**config.mk**
```make
export PLATFORM = sky130hd
export DESIGN_NAME = exception_ctrl
export DESIGN_NICKNAME = d
export VERILOG_FILES = /design/src/rtl/exception_ctrl_pkg.sv /design/src/rtl/int_sync.sv /design/src/rtl/exception_ctrl.sv
export SDC_FILE = /design/constraint.sdc
export NUM_CORES = 1
export LEC_CHECK = 0
export ABC_AREA = 1
export BUFFER_PORTS_ARGS = -buffer_cell sky130_fd_sc_hd__buf_2
export CORE_AREA = 4 4 110 112
export DETAILED_ROUTE_END_ITERATION = 16
export DIE_AREA = 0 0 114 116
export PLACE_DENSITY = 0.72
export REMOVE_ABC_BUFFERS = 1
export SYNTH_ARGS = -nofsm -noshare
export SYNTH_HDL_FRONTEND = slang
export SYNTH_SLANG_ARGS = --single-unit
```
**constraint.sdc**
```tcl
create_clock -name clk -period 3.2 [get_ports clk]
set_input_delay 0 -clock clk [delete_from_list [all_inputs] [get_ports clk]]
set_output_delay 0 -clock clk [all_outputs]
set_load 0.005 [all_outputs]
```
**src/rtl/exception_ctrl_pkg.sv**
```systemverilog
// Shared constants, CP0 register addresses, FSM state type and exception
// priority encoder for the exception controller.
package exception_ctrl_pkg;

   localparam logic [31:0] EXC_INT     = 32'h0000_0001;
   localparam logic [31:0] EXC_SYSCALL = 32'h0000_0008;
   localparam logic [31:0] EXC_RI      = 32'h0000_000a;
   localparam logic [31:0] EXC_OV      = 32'h0000_000c;
   localparam logic [31:0] EXC_TRAP    = 32'h0000_000d;
   localparam logic [31:0] EXC_ERET    = 32'h0000_000e;
   localparam logic [31:0] EXC_NONE    = 32'h0000_0000;

   localparam logic [31:0] EXC_VECTOR  = 32'h0000_0020;

   localparam logic [4:0]  CP0_STATUS  = 5'd12;
   localparam logic [4:0]  CP0_CAUSE   = 5'd13;
   localparam logic [4:0]  CP0_EPC     = 5'd14;

   // Bit positions inside the {eret, syscall, trap, ov, ri} flag vector
   localparam int FLAG_RI      = 0;
   localparam int FLAG_OV      = 1;
   localparam int FLAG_TRAP    = 2;
   localparam int FLAG_SYSCALL = 3;
   localparam int FLAG_ERET    = 4;

   typedef enum logic {
      ST_IDLE,
      ST_REDIRECT
   } state_t;

   function automatic logic [31:0] exc_priority(input logic       int_pending,
                                                input logic [4:0] flags);
      logic [31:0] code;
      code = EXC_NONE;
      if (int_pending)              code = EXC_INT;
      else if (flags[FLAG_RI])      code = EXC_RI;
      else if (flags[FLAG_OV])      code = EXC_OV;
      else if (flags[FLAG_TRAP])    code = EXC_TRAP;
      else if (flags[FLAG_SYSCALL]) code = EXC_SYSCALL;
      else if (flags[FLAG_ERET])    code = EXC_ERET;
      return code;
   endfunction

endpackage

```
**src/rtl/int_sync.sv**
```systemverilog
// Interrupt line conditioning. With INT_SYNC_EN defined the lines pass through
// a 2-flop synchronizer; otherwise they are a combinational pass-through.
module int_sync #(
   parameter int WIDTH = 6
) (
   input  logic             clk,
   input  logic             rst_n,
   input  logic [WIDTH-1:0] d,
   output logic [WIDTH-1:0] q
);

`ifdef INT_SYNC_EN
   logic [WIDTH-1:0] meta_reg;
   logic [WIDTH-1:0] sync_reg;

   generate
      for (genvar gi = 0; gi < WIDTH; gi++) begin : g_sync
         always_ff @(posedge clk or negedge rst_n) begin
            if (!rst_n) begin
               meta_reg[gi] <= 1'b0;
               sync_reg[gi] <= 1'b0;
            end else begin
               meta_reg[gi] <= d[gi];
               sync_reg[gi] <= meta_reg[gi];
            end
         end
      end
   endgenerate

   assign q = sync_reg;
`else
   logic unused_clk_rst;
   assign unused_clk_rst = clk ^ rst_n;
   assign q = d;
`endif

endmodule

```
**src/rtl/exception_ctrl.sv**
```systemverilog
// MEM-stage exception controller: CP0 forwarding, priority encoding, flush and
// fetch-redirect handshake. Optional INT_SYNC_EN synchronizes the interrupt lines.
module exception_ctrl
   import exception_ctrl_pkg::*;
(
   input  logic        clk,
   input  logic        rst_n,
   input  logic        mem_valid_i,
   input  logic [4:0]  mem_exc_i,
   input  logic [31:0] mem_pc_i,
   input  logic        mem_in_delayslot_i,
   input  logic        mem_cp0_we_i,
   input  logic [4:0]  mem_cp0_waddr_i,
   input  logic [31:0] mem_cp0_wdata_i,
   input  logic [31:0] cp0_status_i,
   input  logic [31:0] cp0_cause_i,
   input  logic [31:0] cp0_epc_i,
   input  logic [5:0]  int_i,
   output logic [5:0]  int_o,
   output logic [31:0] excepttype_o,
   output logic [31:0] exc_pc_o,
   output logic        exc_in_delayslot_o,
   output logic        flush_o,
   output logic        redirect_valid_o,
   output logic [31:0] redirect_pc_o,
   input  logic        redirect_ready_i,
   output logic        stall_o
);

   state_t      state_reg, state_next;
   logic [31:0] redirect_pc_reg, redirect_pc_next;
   logic [31:0] status_eff, cause_eff, epc_eff;
   logic        int_pending;
   logic [31:0] exc_code;

   int_sync #(.WIDTH(6)) u_int_sync (
      .clk   (clk),
      .rst_n (rst_n),
      .d     (int_i),
      .q     (int_o)
   );

   // Only the software-writable cause fields (IP1:0, IV, WP) are forwarded
   always_comb begin
      status_eff = cp0_status_i;
      cause_eff  = cp0_cause_i;
      epc_eff    = cp0_epc_i;
      if (mem_cp0_we_i) begin
         if (mem_cp0_waddr_i == CP0_STATUS) status_eff = mem_cp0_wdata_i;
         if (mem_cp0_waddr_i == CP0_EPC)    epc_eff    = mem_cp0_wdata_i;
         if (mem_cp0_waddr_i == CP0_CAUSE) begin
            cause_eff[9:8] = mem_cp0_wdata_i[9:8];
            cause_eff[22]  = mem_cp0_wdata_i[22];
            cause_eff[23]  = mem_cp0_wdata_i[23];
         end
      end
   end

   logic unused_cp0_bits;
   assign unused_cp0_bits = ^{status_eff[31:16], status_eff[7:2],
                              cause_eff[31:16], cause_eff[7:0]};

   assign int_pending = mem_valid_i && status_eff[0] && !status_eff[1] &&
                        ((status_eff[15:8] & cause_eff[15:8]) != 8'h00);

   // rst_n gating keeps the combinational commit path quiet during reset
   assign exc_code = (rst_n && mem_valid_i) ? exc_priority(int_pending, mem_exc_i)
                                            : EXC_NONE;

   assign exc_pc_o           = mem_pc_i;
   assign exc_in_delayslot_o = mem_in_delayslot_i;
   assign redirect_pc_o      = redirect_pc_reg;

   always_ff @(posedge clk or negedge rst_n) begin
      if (!rst_n) begin
         state_reg       <= ST_IDLE;
         redirect_pc_reg <= 32'h0;
      end else begin
         state_reg       <= state_next;
         redirect_pc_reg <= redirect_pc_next;
      end
   end

   always_comb begin
      state_next       = state_reg;
      redirect_pc_next = redirect_pc_reg;
      excepttype_o     = EXC_NONE;
      flush_o          = 1'b0;
      redirect_valid_o = 1'b0;
      stall_o          = 1'b0;
      case (state_reg)
         ST_IDLE: begin
            if (exc_code != EXC_NONE) begin
               excepttype_o     = exc_code;
               flush_o          = 1'b1;
               state_next       = ST_REDIRECT;
               redirect_pc_next = (exc_code == EXC_ERET) ? epc_eff : EXC_VECTOR;
            end
         end
         ST_REDIRECT: begin
            redirect_valid_o = 1'b1;
            stall_o          = 1'b1;
            if (redirect_ready_i) state_next = ST_IDLE;
         end
         default: state_next = ST_IDLE;
      endcase
   end

endmodule

```
After elaboration in Yosys (flattened, before gate mapping)
Index checks and enable logic that the tools add are counted.
{"block": "totals", "reg_bits": 33, "latchBits": 0, "mem_bits_rw": 0, "rom_bits": 0, "in_bits": 182, "output_inout_bits": 106, "elab_cells": 37, "n_memories": 0}
{"block": "classes", "n_addsub": 0, "n_mul": 0, "div": 0, "magnitude_cmp": 0, "n_eq_ne": 4, "shift": 0, "mux": 21, "n_bitwise": 2, "n_reduce_logical": 8}
{"operator": "two-way mux 32 bit", "count": 6}
{"operator": "== test 32 x 4 -> 1 bit, second input constant", "count": 1}
{"operator": "two-way mux 16 bit", "count": 2}
{"operator": "nonzero test 32 bit", "count": 1}
{"operator": "two-way mux 4 bit", "count": 6}
{"operator": "== test 5 x 4 -> 1 bit, second input constant", "count": 3}
{"operator": "bitwise AND 8 bit", "count": 1}
{"operator": "nonzero test 8 bit", "count": 1}
{"operator": "logical AND 1 bit", "count": 4}
{"operator": "two-way mux 1 bit", "count": 4}
{"operator": "two-way mux 2 bit", "count": 2}
{"operator": "one-hot mux 1 bit (2 select lines)", "count": 1}
{"operator": "AND reduction 2 bit", "count": 1}
{"operator": "zero test 1 bit", "count": 1}
{"operator": "NOT 1 bit", "count": 1}

Depth between registers and ports, before layout
{"block": "depth", "ltp_word": 11, "ltp_mapped": 16, "depth_no_buf": 15}

Hierarchy
From an unflattened synthesis, not the netlist that was laid out.
{"block": "hier_totals", "cells_unflattened": 383, "area_unflattened_um2": 2753.9}
{"mod": "exception_ctrl", "n_inst": 1, "cells_per_inst": 377, "area_each_um2": 2708.8, "seq_area_each_um2": 825.8}
{"mod": "int_sync", "n_inst": 1, "cells_per_inst": 6, "area_each_um2": 45.0, "seq_area_each_um2": 0.0}

Worst setup path after synthesis
No wires, ideal clock.
{"block": "synth_path", "path_kind": "in2reg", "startpoint": "input port mem_cp0_waddr_i[1]", "endpoint": "register redirect_pc_reg[11] (netlist: redirect_pc_o[11])", "setup_time_ns": 0.117, "t_arrival_ns": 1.264, "required_time_ns": 3.083, "path_slack_ns": 1.819, "stages": 13, "path_buffers": 1, "cell_sequence": "nor2_4 > nand3_4 > nand2_1 > nand3_1 > nand2_1 > nor2_1 > nand2_1 > nand2_2 > nand3_1 > buf_1 > nor2_1 > nand3_1 > nand2_1"}
{"block": "synth_between", "elab_chain_cells": 10, "elab_cells_between_ends": 21, "classes_between": "eq/ne (4); mux (9); bitwise (1); reduce/logical (7)"}
{"element": "from (decl)", "line": "exception_ctrl.sv:13", "source": "input logic [4:0] mem_cp0_waddr_i,"}
{"element": "== test 5 x 4 -> 1 bit, on equally long branches", "line": "exception_ctrl.sv:49, exception_ctrl.sv:51"}
{"element": "two-way mux 16 bit or two-way mux 2 bit (tied branches)", "line": "exception_ctrl.sv:49, exception_ctrl.sv:51"}
{"element": "two-way mux 16 bit or two-way mux 2 bit (tied branches)", "line": "exception_ctrl.sv:48", "source": "if (mem_cp0_we_i) begin"}
{"element": "bitwise AND 8 bit (tied with other cells)", "line": "exception_ctrl.sv:64", "source": "((status_eff[15:8] & cause_eff[15:8]) != 8'h00);"}
{"element": "nonzero test 8 bit or logical AND 1 bit (tied branches)", "line": "exception_ctrl.sv:64, exception_ctrl.sv:63"}
{"element": "logical AND 1 bit", "line": "exception_ctrl.sv:63", "source": "assign int_pending = mem_valid_i && status_eff[0] && !status_eff[1] &&"}
{"element": "two-way mux 4 bit", "line": "exception_ctrl_pkg.sv:35", "source": "if (int_pending) code = EXC_INT;"}
{"element": "two-way mux 32 bit", "line": "exception_ctrl.sv:67", "source": "assign exc_code = (rst_n && mem_valid_i) ? exc_priority(int_pending, mem_exc_i)"}
{"element": "== test 32 x 4 -> 1 bit or nonzero test 32 bit (tied branches)", "line": "exception_ctrl.sv:97, exception_ctrl.sv:93"}
{"element": "two-way mux 32 bit or AND reduction 2 bit (tied branches)"}
{"element": "to (signal assigned)", "line": "exception_ctrl.sv:80", "source": "redirect_pc_reg <= redirect_pc_next;"}
{"element": "to (decl)", "line": "exception_ctrl.sv:31", "source": "logic [31:0] redirect_pc_reg, redirect_pc_next;"}
Several ways; a longest one is shown, not always the timed one.
A chain may end at the register's enable or synchronous reset.

Worst setup path in the final report
{"block": "layout_path", "startpoint": "input port mem_cp0_waddr_i[1]", "endpoint": "output port flush_o"}
{"block": "layout_between", "elab_chain_cells": 11, "elab_cells_between_ends": 17, "classes_between": "eq/ne (2); mux (8); bitwise (1); reduce/logical (6)"}
{"element": "== test 5 x 4 -> 1 bit, on equally long branches", "line": "exception_ctrl.sv:49, exception_ctrl.sv:51"}
{"element": "two-way mux 16 bit or two-way mux 2 bit (tied branches)", "line": "exception_ctrl.sv:49, exception_ctrl.sv:51"}
{"element": "two-way mux 16 bit or two-way mux 2 bit (tied branches)", "line": "exception_ctrl.sv:48"}
{"element": "bitwise AND 8 bit (tied with other cells)", "line": "exception_ctrl.sv:64"}
{"element": "nonzero test 8 bit or logical AND 1 bit (tied branches)", "line": "exception_ctrl.sv:64, exception_ctrl.sv:63"}
{"element": "logical AND 1 bit (*)", "line": "exception_ctrl.sv:63"}
{"element": "two-way mux 4 bit (*)", "line": "exception_ctrl_pkg.sv:35"}
{"element": "two-way mux 32 bit (*)", "line": "exception_ctrl.sv:67"}
{"element": "nonzero test 32 bit (*)", "line": "exception_ctrl.sv:93", "source": "if (exc_code != EXC_NONE) begin"}
{"element": "two-way mux 1 bit (*)", "line": "exception_ctrl.sv:93"}
{"element": "two-way mux 1 bit (*)", "line": "exception_ctrl.sv:91", "source": "case (state_reg)"}
{"element": "to (decl)", "line": "exception_ctrl.sv:23", "source": "output logic flush_o,"}
Every way passes the cells marked *; elsewhere a longest branch is shown, timed or not.

==> results.yml <==
run_status:
  outcome: "complete, no violations"
critical_path:
  cp-start-kind: "primary input"
  ff2ff_path_depth: 3
  cp_common_cell: "nand2_1"
  path_cells: "buf_2 > nor2_4 > nand3_4 > nand2_1 > nand3_1 > nand2_1 > nor2_1 > nand2_1 > nand2_2 > nand3_1 > nand3_2 > nand2_2 > inv_1 > buf_2"
  cp.required_ns: 3.20
  setup.worst_path.class: "in -> out"
  critPathSlowestCell: "nand2_2"
  cp.arrival_ns: 2.06
  slowest_delay_ns: 0.52
  crit_fanout: 34
  end_kind: "primary output"
grt:
  grt_most_used_layer: "met2"
  grt_use_met3_pct: 14.4
  grt_pass1_vias: 2502
  grt_pass1_wl_um: 16200
  met1_usage_pct: 17.5
  met2_usage_pct: 25.6
  grt_start_max_net_pins: 39
  antenna_found_initial: 2
  track_usage_pct: 17.1
  grt.overflow.total: 0
synthesis:
  ys_top_cells_by_area: "dfrtp_1 (30%), buf_4 (19%), nand2_1 (12%)"
  synth_top_cell_by_area: "dfrtp_1"
  yosysSeqAreaShare_pct: 30.3
  ys_types: 26
  synth.ff_latch_count: 33
  yosysTopAreaCellShare_pct: 30.3
  netlist_instances: 383
  yosys_warnings: 0
  syn_area_mm2: 0.00272
  avgSynthCellArea_um2: 7.11
pwr:
  cellLeakagePower_nw: 2.14
  combPwrFrac_pct: 23.3
  vdd_drop_max_mv: 0.215
  switchingPower_uw: 338
  p_int_uw: 823
  clkPwrFrac_pct: 37.5
  p_per_area_mw_per_mm2: 355
  pwr-share-seq_pct: 39.2
  switching_share_pct: 29.1
  p_total_mw: 1.16
floorplan:
  die_area_mm2: 0.0132
  coreArea_mm2: 0.0112
  initial_core_util_pct: 24.3
  die_h_um: 116
  core.rowCount: 39
  die_x_um: 114
  io_pins: 288
sta:
  max_clock_freq_mhz: 486
  relSlewSlack_pct: 33.4
  setup_violations: 0
  finClkSkew_ns: 0.00149
  finalHoldViolCount: 0
  rsz0062_at_grt: "false"
  finalCritPeriodShare_pct: 64.3
  whs_ns: 0.0000479
  final_max_slew_viol_count: 0
  worst_slew_pin_slew_ns: 0.998
  period_needed_ns: 2.06
  timing.setup.tns_ns: 0
placed_design:
  place.gp.congestion: 0.822
  io_buffers: 135
  dp.final_hpwl_um: 10000
layout:
  largest_reg_flops: 32
  n_antenna_cell: 0
  nets: 657
  area_delta_synth_final_pct: 20.1
  final_common_cell: "buf_2"
  regArea_um2: 826
  final_cell_mix: "buf_2 (135), nand2_1 (87), nor2_1 (52)"
  drive_above_1_share_pct: 32.9
  fillers: 1259
  multiInputGateArea_mm2: 0.00130
job:
  drv_cap: 0
drt:
  ant_nets: 0
  dr_total_vias: 2681
  wl_per_cell_um: 19.1
  drtIter0Drc: 111
  drt_first_pass_iters: 4
  drc_errors: 0
  viasPerCell: 4.35
  finalWirelength_um: 11800
clocking:
  ctsHoldBuffers: 2
  clockBufferDepth: 2
  h-tree-depth: 2
  cts_tree: "yes"
  cts_buffers: 5
  cts_sinks: 33
  postCtsSetupRepairBufs: 0
  clk_latency_ns: 0.27
  cts_resized: 0
  clock-root-buffer: "clkbuf_16"
hold_path:
  whs_path_depth: 0
  min_path_type: "in -> out"
## power by group through the flow
| stage | combinational [mW] | sequential, mW | clock (mW) |
|---|---|---|---|
| 2_1_floorplan | 0.120 | 0.464 | 0 |
| 3_3_place_gp | 0.269 | 0.462 | 0 |
| 3_5_place_dp | 0.272 | 0.462 | 0 |
| 4_1_cts | 0.274 | 0.455 | 0.457 |
| 5_1_grt | 0.307 | 0.459 | 0.476 |
| 6_report | 0.270 | 0.455 | 0.435 |
## cell usage after synthesis
master     n
buf_4     68
inv_1     24
buf_1      1
nand3_1   45
mux2i_1   23
clkinv_1   1
nand3b_1   1
o31ai_1    1
nand3_2    1
nor2_4     1
dfrtp_1   33
nand4_1    9
nand3_4    1
or2_2      1
buf_6      3
nor2_1    52
nand2_1   87
nand2_2    2
nor2_8     1
clkbuf_1   5
o21ai_0    2
inv_2      2
o21ai_1    1
conb_1     1
buf_2      7
a21oi_1   10
## final cells by class
| cell class | instances | share of cell area [%] |
|---|---|---|
| clock inverter | 1 | 0.153 |
| timing repair buffer | 142 | 22.4 |
| multi-input combinational | 266 | 39.8 |
| clock buffer | 5 | 3.83 |
| sequential | 33 | 25.2 |
| tap | 143 | 5.47 |
| inverter | 27 | 3.10 |
## cell families (layout without fill, tap and decap cells)
kind of cell	Yosys count	count (layout)	synth area share, %
AND/OR/NAND/NOR	201	201	32.6
other	1	28	0.138
multiplexers	23	23	8.45
buffers and inverters	111	175	25.8
AO/OA/AOI/OAI	14	14	2.66
flip-flops	33	33	30.3
## metal layers
layer | part of all wire [%] | wire (um)
met5 | 0.47 | 55
met4 | 2.6 | 308
met3 | 21 | 2430
met2 | 42 | 5010
met1 | 34 | 4000
## worst paths after layout
check,start,to,slack [ns]
min in group asynchronous,rst_n,redirect_pc_o[29],0.41
hold / removal,int_i[1],int_o[1],0.00005
setup reg to reg,state_reg,state_reg,1.80
setup / recovery,mem_cp0_waddr_i[1],flush_o,1.14
hold reg to reg,redirect_pc_o[12],redirect_pc_o[12],0.46
max in group asynchronous,rst_n,redirect_pc_o[12],2.47
## metrics by stage
step / setup WS (ns) / util (%) / instances / instance area [um^2]
after floorplan: 1.14 / - / 326 / 2220
after global placement: 1.04 / 27.8 / 609 / 3120
after detailed placement: 1.00 / 27.8 / 609 / 3120
after CTS: 1.09 / 29.1 / 617 / 3270
after global routing: 0.846 / 29.1 / 617 / 3270
final: 1.14 / 29.1 / 617 / 3270
## worst max-delay path, delay by kind of cell
family                 cells  cell delay, ns
AND/OR/NAND/NOR           11            1.67
buffers and inverters      3            0.36
(Power assumes the default switching activity.)
